**src/rtl/pipe_adder_pkg.sv**
```systemverilog
// Shared types and configuration helpers for pipe_adder and its ripple slices.
package pipe_adder_pkg;

  localparam int DEF_WIDTH  = 32;
  localparam int DEF_STAGES = 4;

  // Control half of a stage record; pipe_adder pairs it with a WIDTH-bit data field.
  typedef struct packed {
    logic valid;
    logic carry;
    logic sub;
  } stage_ctl_t;

  function automatic int chunk_width(input int width, input int stages);
    return width / stages;
  endfunction

  function automatic bit cfg_ok(input int width, input int stages);
    return (width >= 1) && (stages >= 1) && ((width % stages) == 0);
  endfunction

endpackage

```
**src/rtl/adder_slice.sv**
```systemverilog
// CW-bit combinational ripple-carry chunk built from per-bit full-adder cells.
module adder_slice #(
  parameter int CW = 8
) (
  input  logic [CW-1:0] a,
  input  logic [CW-1:0] b,
  input  logic          cin,
  output logic [CW-1:0] s,
  output logic          cout
);

  // Returns {carry_out, sum} of one bit position.
  function automatic logic [1:0] fa(input logic x, input logic y, input logic c);
    return {(x & y) | (c & (x ^ y)), x ^ y ^ c};
  endfunction

  always_comb begin
    logic       c;
    logic [1:0] r;
    s = '0;
    c = cin;
    r = '0;
    for (int i = 0; i < CW; i++) begin
      r    = fa(a[i], b[i], c);
      s[i] = r[0];
      c    = r[1];
    end
    cout = c;
  end

endmodule

```
**src/rtl/pipe_adder.sv**
```systemverilog
// Pipelined ripple-carry adder/subtractor with valid/ready handshakes on both sides.
// Optional signed-overflow output is enabled by defining OVF_FLAG_EN.
module pipe_adder
  import pipe_adder_pkg::*;
#(
  parameter int WIDTH  = DEF_WIDTH,
  parameter int STAGES = DEF_STAGES
) (
  input  logic             clk,
  input  logic             rst_n,
  input  logic             in_valid,
  output logic             in_ready,
  input  logic [WIDTH-1:0] A,
  input  logic [WIDTH-1:0] B,
  input  logic             Cin,
  input  logic             Sub,
  output logic             out_valid,
  input  logic             out_ready,
  output logic [WIDTH-1:0] Sum,
  output logic             Cout
`ifdef OVF_FLAG_EN
  ,
  output logic             Ovf
`endif
);

  localparam int CW = chunk_width(WIDTH, STAGES);

  if (!cfg_ok(WIDTH, STAGES)) begin : g_bad_cfg
    $error("pipe_adder: WIDTH must be >= 1 and a multiple of STAGES");
  end

  // data holds finished result chunks 0..k and raw A chunks above k.
  typedef struct packed {
    stage_ctl_t       ctl;
    logic [WIDTH-1:0] data;
  } stage_t;

  function automatic logic [CW-1:0] precond(input logic [CW-1:0] b, input logic sub);
    return sub ? ~b : b;
  endfunction

  stage_t            st_p     [STAGES];
  logic [WIDTH-1:0]  b_p      [STAGES];
  stage_t            up       [STAGES];
  logic [WIDTH-1:0]  up_b     [STAGES];
  logic [WIDTH-1:0]  nxt_data [STAGES];
  logic [STAGES-1:0] adv;
  logic [STAGES-1:0] cin_all;
  logic [STAGES-1:0] co_all;
  logic [WIDTH-1:0]  a_op;
  logic [WIDTH-1:0]  b_op;
  logic [WIDTH-1:0]  s_all;

  // A stage may take new contents when it is empty or its successor moves on.
  always_comb begin
    logic go;
    adv = '0;
    go  = out_ready;
    for (int k = STAGES - 1; k >= 0; k--) begin
      go     = ~st_p[k].ctl.valid | go;
      adv[k] = go;
    end
  end

  assign in_ready = rst_n & adv[0];

  always_comb begin
    up[0].ctl.valid = in_valid;
    up[0].ctl.carry = Sub ^ Cin;
    up[0].ctl.sub   = Sub;
    up[0].data      = A;
    up_b[0]         = B;
    for (int k = 1; k < STAGES; k++) begin
      up[k]   = st_p[k-1];
      up_b[k] = b_p[k-1];
    end
  end

  // B is inverted chunk by chunk as it is consumed; Sub travels with the beat.
  always_comb begin
    a_op    = '0;
    b_op    = '0;
    cin_all = '0;
    for (int k = 0; k < STAGES; k++) begin
      a_op[k*CW +: CW] = up[k].data[k*CW +: CW];
      b_op[k*CW +: CW] = precond(up_b[k][k*CW +: CW], up[k].ctl.sub);
      cin_all[k]       = up[k].ctl.carry;
    end
  end

  for (genvar k = 0; k < STAGES; k++) begin : g_slice
    adder_slice #(.CW(CW)) u_slice (
      .a    (a_op[k*CW +: CW]),
      .b    (b_op[k*CW +: CW]),
      .cin  (cin_all[k]),
      .s    (s_all[k*CW +: CW]),
      .cout (co_all[k])
    );
  end

  always_comb begin
    for (int k = 0; k < STAGES; k++) begin
      nxt_data[k]              = up[k].data;
      nxt_data[k][k*CW +: CW]  = s_all[k*CW +: CW];
    end
  end

  // ---- stage registers: stage k latches chunk k and its carry ----
  always_ff @(posedge clk or negedge rst_n) begin
    if (!rst_n) begin
      for (int k = 0; k < STAGES; k++) begin
        st_p[k] <= '0;
        b_p[k]  <= '0;
      end
    end else begin
      for (int k = 0; k < STAGES; k++) begin
        if (adv[k]) begin
          st_p[k].ctl.valid <= up[k].ctl.valid;
          if (up[k].ctl.valid) begin
            st_p[k].ctl.carry <= co_all[k];
            st_p[k].ctl.sub   <= up[k].ctl.sub;
            st_p[k].data      <= nxt_data[k];
            b_p[k]            <= up_b[k];
          end
        end
      end
    end
  end

`ifdef OVF_FLAG_EN
  logic ovf_nxt;
  logic ovf_p;

  assign ovf_nxt = (a_op[WIDTH-1] == b_op[WIDTH-1]) & (s_all[WIDTH-1] != a_op[WIDTH-1]);

  // ---- overflow flag rides with the beat into the last stage ----
  always_ff @(posedge clk or negedge rst_n) begin
    if (!rst_n) begin
      ovf_p <= 1'b0;
    end else if (adv[STAGES-1] && up[STAGES-1].ctl.valid) begin
      ovf_p <= ovf_nxt;
    end
  end

  assign Ovf = ovf_p;
`endif

  assign out_valid = st_p[STAGES-1].ctl.valid;
  assign Sum       = st_p[STAGES-1].data;
  assign Cout      = st_p[STAGES-1].ctl.carry;

endmodule

```
**config.mk**
```make
export PLATFORM = sky130hd
export DESIGN_NAME = pipe_adder
export DESIGN_NICKNAME = d
export VERILOG_FILES = /design/src/rtl/pipe_adder_pkg.sv /design/src/rtl/adder_slice.sv /design/src/rtl/pipe_adder.sv
export SDC_FILE = /design/constraint.sdc
export NUM_CORES = 1
export LEC_CHECK = 0
export ABC_AREA = 1
export ABC_CLOCK_PERIOD_IN_PS = 4270
export CORE_UTILIZATION = 50
export CTS_CLUSTER_DIAMETER = 100
export DETAILED_ROUTE_END_ITERATION = 12
export PLACE_DENSITY = 0.78
export SLEW_MARGIN = 20
export SYNTH_ARGS = -nofsm -noshare
export SYNTH_HDL_FRONTEND = slang
export SYNTH_SLANG_ARGS = --single-unit
```
**constraint.sdc**
```tcl
create_clock -name clk -period 4.27 [get_ports clk]
set_input_delay 0.854 -clock clk [delete_from_list [all_inputs] [get_ports clk]]
set_output_delay 0.854 -clock clk [all_outputs]
set_load 0.03 [all_outputs]
```
==> results of run 1 <==
## critical path: cells and delay by family
kind / cells / cell delay, ps
buf+inv: 3 / 370
simple gates: 2 / 150
fa+ha+maj: 8 / 2880
xor+xnor: 1 / 180
## power by group through the flow
stage	registers, mW	logic (mW)	clock network (mW)
4_1_cts	2.79	2.65	1.58
3_5_place_dp	2.81	2.63	0
2_1_floorplan	2.70	2.05	0
5_1_grt	2.87	2.96	1.65
3_3_place_gp	2.79	2.51	0
6_report	2.79	2.61	1.56
## layout by cell type (no fill, tap or decap), types with 3 or more instances in the layout
master | netlist | routed
a21oi_1 | 24 | 24
buf_4 | 43 | 11
buf_6 | 2 | 3
clkbuf_16 | 0 | 17
clkdlybuf4s50_1 | 0 | 98
clkinv_2 | 0 | 4
dfrtp_1 | 187 | 187
dlygate4sd2_1 | 0 | 3
fa_1 | 32 | 25
fa_2 | 0 | 7
inv_1 | 58 | 56
inv_6 | 0 | 4
nand2_1 | 288 | 288
nand2_2 | 3 | 3
nand3_1 | 123 | 123
nor2_1 | 24 | 24
o21ai_0 | 32 | 32
o21ai_1 | 4 | 4
xnor2_1 | 24 | 24
xor2_1 | 9 | 7
## flip-flops by register name, indices dropped and copies added (netlist names)
signal,flops
Cout,1
Sum,32
a_op,24
b_p,48
cin_all,3
nxt_data,72
out_valid,1
st_p,6
## synthesized netlist by cell type
library cell  instances
nand2_1             288
dfrtp_1             187
nand3_1             123
inv_1                58
buf_4                43
fa_1                 32
o21ai_0              32
a21oi_1              24
nor2_1               24
xnor2_1              24
clkbuf_1             23
buf_2                18
xor2_1                9
o21ai_1               4
nand2_2               3
buf_1                 2
buf_6                 2
and2_1                1
nand3_4               1
nand4_4               1
nor2_4                1
## worst max-delay path by stage
stage / endpoint / cells after the start / startpoint
5_1_grt: nxt_data[23] / 13 / st_p[102]
2_1_floorplan: nxt_data[71] / 14 / Sub
3_5_place_dp: nxt_data[71] / 14 / Sub
4_1_cts: nxt_data[71] / 14 / Sub
3_3_place_gp: nxt_data[71] / 14 / Sub
6_report: nxt_data[71] / 14 / B[0]
## per-layer routing
layer / wire, um / up-vias
li1: - / 2891
met1: 7769 / 2791
met2: 7285 / 170
met3: 981 / 25
met4: 286 / 0
met5: 0 / -
## cells by family after synthesis
family / after synthesis / share of synthesized area, %
AO/OA/AOI/OAI: 60 / 3.525
XOR/XNOR: 33 / 3.393
adder cells (fa/ha/maj): 32 / 7.521
buffers and inverters: 146 / 8.769
flip-flops: 187 / 54.94
AND/OR/NAND/NOR: 442 / 21.86
## timing repair
action                     in CTS  in global routing
pin swaps                       9                  6
setup endpoints to repair       1                  1
resized for setup              11                  0
## final cells by class
type                       instances  area share, %
timing repair buffer             117          11.38
tap                              220          2.747
sequential                       187          46.70
inverter                          58          2.173
clock buffer                      19          4.421
clock inverter                    13          1.399
multi-input combinational        567          31.18
==> results.yml, run 1 <==
logic_synthesis:
  ys_seq_area_share_pct: 54.94
  synth_top_area_share_pct: 54.94
  synth_cells: 900
  yosys.cell_types.count: 21
  yosys_warnings: 0
  syn_area_per_cell_um2: 9.465
  synth_area_leaders: "dfrtp_1 55%, nand2_1 13%, fa_1 7.5%, nand3_1 7.2%, buf_4 3.8%"
  synth_nets: 1002
  yosysTopAreaCell: "dfrtp_1"
  ys_ff_latch: 187
  netlist_area_um2: 8518
cts:
  clkTransAtPathRegs_ps: 70
  clk_latency_ps: 430
  cts_tree: "built"
  cts_buffer_depth: 2
  cts_setup_buffers: 0
  htree_num_levels: 4
  cts_hold_buf: 0
  root_buffer: "clkbuf_16"
  cts_buffers: 17
  numClockSinks: 187
place:
  place_worst_setup_slack_ps: -646.3
  portBuffers: 104
  dpl-instance-area_um2: 9419
  place_hpwl_mm: 11.17
  routabilityCongestion: 0.7729
  dpl.cell_count: 1149
route:
  vias: 5877
  drt-initial-drc-count: 534
  viasPerCell: 4.976
  wl_per_cell_um: 13.82
  drcViolationCount: 0
  drt_first_pass_iters: 5
  final_antenna_net_count: 0
  wirelength_mm: 16.32
worst_setup_path:
  max_stage_delay_ps: 390
  endpoint_kind: "flop"
  r2r_cells: 13
  r2r-end: "nxt_data[23]"
  arrival_ps: 4440
  startpoint_type: "primary input"
  rr_startpoint: "st_p[102]"
  crit_type: "in2reg"
  worstPathMaxFanout: 1
  cp_cell_sequence: "dlygate4sd2_1 > xor2_2 > fa_2 > inv_2 > fa_2 > fa_2 > fa_2 > fa_2 > fa_2 > fa_2 > inv_2 > fa_1 > nand3_1 > nand2_1"
  worstPathRequired_ps: 4590
  reg2reg_slack_ps: 180
  slowest_stage: "fa_2"
  cpMostUsedCell: "fa_2"
power:
  switching_share_pct: 37.57
  comb_power_share_pct: 37.5
  pwr-share-seq_pct: 40.1
  finalPower_mw: 6.952
  p_per_area_nw_per_um2: 693.8
  power_switching_mw: 2.612
  p_leak_nw: 4.944
  internal_power_mw: 4.340
  ir_worst_vdd_mv: 0.3642
  power_frac_clock_pct: 22.4
floorplanning:
  rows: 47
  die_y_um: 132.5
  coreArea_um2: 16580
  io_pins: 105
  die_x_um: 132.5
  die-area_um2: 17560
  start_util_pct: 51.37
sta:
  fin_crit_sh_pct: 96.43
  worst_slack_ps: 152.6
  worst_slew_pin_slew_ps: 885.3
  timing.final.crit_period_ps: 4117
  rsz0062_at_grt: "false"
  fin_skew_ps: 4.886
  timing.hold.ws_ps: 220.3
  setup-violations-final: 0
  hold_viol: 0
  fmax_mhz: 242.9
  slew_headroom_pct: 40.77
  slew_viol_final: 0
  tns_ps: 0
grt:
  met2_usage_pct: 29.30
  gr-usage-met1_pct: 30.27
  grt_max_degree: 91
  grt_pass1_wl_mm: 28.23
  grt_busiest_layer: "met1"
  use_met3_pct: 5.287
  grt_pass1_vias: 5649
  grt_antenna_before_repair: 0
  track_usage_pct: 20.34
  overflow: 0
worst_hold_path:
  hold_class: "in2async"
layout:
  layout.cells.non_filler: 1181
  fin_util_pct: 60.42
  multi_input_area_um2: 3124
  fillers: 1434
  num_antenna_cells: 0
  drive_above_1_share_pct: 6.660
  final_cell_area_um2: 10020
  area_delta_synth_final_pct: 17.63
  register_area_um2: 4679
  nets: 1050
job:
  drv_cap: 0
status:
  status: "completed"
Power figures use the tool's default switching activity.
==> run 2, diff against run 1 <==
CELL_PAD_IN_SITES_DETAIL_PLACEMENT = 0   (was unset)
CELL_PAD_IN_SITES_GLOBAL_PLACEMENT = 1   (was unset)
CORE_UTILIZATION = 39   (was 50)
==> run 2 against run 1 <==
Effect of this change:
- critical path type unchanged
- first-iteration DRC count fell by 31%
- combinational power hardly changed
- final area up 1.1%
- worst setup slack improved by 22 ps
- clock-buffer cell count decreased by 2
- total power up 0.51%
- clock power increased by 3%
==> results.yml, run 2 (same netlist as run 1, synthesis figures left out) <==
cts:
  cts_buffers: 17
  cts_tree: "built"
  cts_setup_buffers: 0
  clkTransAtPathRegs_ps: 70
  cts_hold_buf: 0
  clk_latency_ps: 430
  cts_buffer_depth: 2
  numClockSinks: 187
  root_buffer: "clkbuf_16"
  htree_num_levels: 4
power:
  p_leak_nw: 4.965
  ir_worst_vdd_mv: 0.2916
  p_per_area_nw_per_um2: 689.5
floorplanning:
  coreArea_um2: 21220
  start_util_pct: 40.14
  die_y_um: 149.8
  rows: 53
  io_pins: 105
  die_x_um: 149.8
  die-area_um2: 22440
grt:
  grt_pass1_wl_mm: 29.13
  grt_pass1_vias: 5728
  grt_antenna_before_repair: 0
  track_usage_pct: 16.67
  grt_max_degree: 80
  overflow: 0
sta:
  timing.hold.ws_ps: 347.4
  fmax_mhz: 244.2
  worst_slew_pin_slew_ps: 902.3
  fin_crit_sh_pct: 95.91
  hold_viol: 0
  fin_skew_ps: 8.866
  slew_viol_final: 0
  rsz0062_at_grt: "false"
  tns_ps: 0
  slew_headroom_pct: 39.63
  setup-violations-final: 0
  timing.final.crit_period_ps: 4095
layout:
  final_common_cell: "nand2_1"
  largest_reg_flops: 72
  drive_above_1_share_pct: 6.950
  fin_util_pct: 47.75
  final_cell_area_um2: 10130
  area_delta_synth_final_pct: 18.96
  layout_common_cells: "288 x nand2_1, 187 x dfrtp_1, 123 x nand3_1"
  num_antenna_cells: 0
  fillers: 2081
  nets: 1053
job:
  drv_cap: 0
route:
  vias: 5664
  drt-initial-drc-count: 370
  drt_first_pass_iters: 4
  drcViolationCount: 0
  wirelength_mm: 16.93
  viasPerCell: 4.571
  wl_per_cell_um: 13.67
  final_antenna_net_count: 0
worst_setup_path:
  r2r-end: "nxt_data[47]"
  startpoint: "Cin"
  r2r_cells: 13
  slowest_stage: "fa_2"
  rr_startpoint: "st_p[137]"
  cpMostUsedCell: "fa_2"
  worstPathRequired_ps: 4590
  reg2reg_slack_ps: 190
  arrival_ps: 4420
  crit_type: "in2reg"
  worstPathMaxFanout: 1
  startpoint_type: "primary input"
  cp_cell_sequence: "dlygate4sd2_1 > xor2_2 > fa_2 > inv_2 > fa_2 > fa_2 > fa_2 > fa_2 > fa_2 > fa_2 > inv_2 > fa_1 > nand3_1 > nand2_1"
  max_stage_delay_ps: 400
  endpoint_kind: "flop"
place:
  routabilityCongestion: 0.7648
  dpl-instance-area_um2: 9503
  place_hpwl_mm: 11.71
  portBuffers: 104
worst_hold_path:
  hold_class: "in2async"
status:
  status: "completed"
-- run 2: stage by stage --
step	power (mW)	worst slack (ps)	std cells
2_1_floorplan	4.746	-54.67	900
3_3_place_gp	5.368	-584.0	1206
3_5_place_dp	5.451	-639.5	1206
4_1_cts	7.073	33.46	1238
5_1_grt	7.555	10.89	1239
6_report	6.987	174.6	1239
-- run 2: worst max-delay path by stage --
stage,cells after the start,to,slack (ps)
floorplan,14,nxt_data[71],-50
global placement,14,nxt_data[71],-580
detailed placement,14,nxt_data[71],-640
CTS,14,nxt_data[71],30
global route,13,nxt_data[23],10
finish,14,nxt_data[71],170
-- run 2: layout make-up --
class                           instances  area, um2  share of cell area, %
Sequential cell                       187       4679                  46.18
Multi-Input combinational cell        567       3117                  30.76
Timing Repair Buffer                  120       1175                  11.59
Clock buffer                           17      425.4                  4.198
Tap cell                              275      344.1                  3.395
Inverter                               58      217.7                  2.148
Clock inverter                         15      175.2                  1.729
-- run 2: power breakdown --
part           internal, mW  switching (mW)
Clock                 0.884           0.719
Combinational          1.05            1.55
Sequential             2.41           0.376
-- run 2: worst max-delay path, delay by kind of cell --
kind | cells | cell delay, ps
simple gates | 2 | 150
fa+ha+maj | 8 | 2870
xor+xnor | 1 | 180
buf+inv | 3 | 360
-- run 2: repair_timing --
item | 4_1_cts | 5_1_grt
setup endpoints to repair | 1 | 1
pin swaps | 8 | 6
resized for setup | 10 | 0
-- run 2: routing by layer --
| metal | vias to the layer above | GRT usage [%] | wire length [um] |
|---|---|---|---|
| met5 | - | 0 | 0 |
| met4 | 0 | 5.505 | 176 |
| met3 | 12 | 3.780 | 816 |
| met2 | 107 | 23.50 | 7102 |
| met1 | 2656 | 25.14 | 8838 |
| li1 | 2889 | - | - |
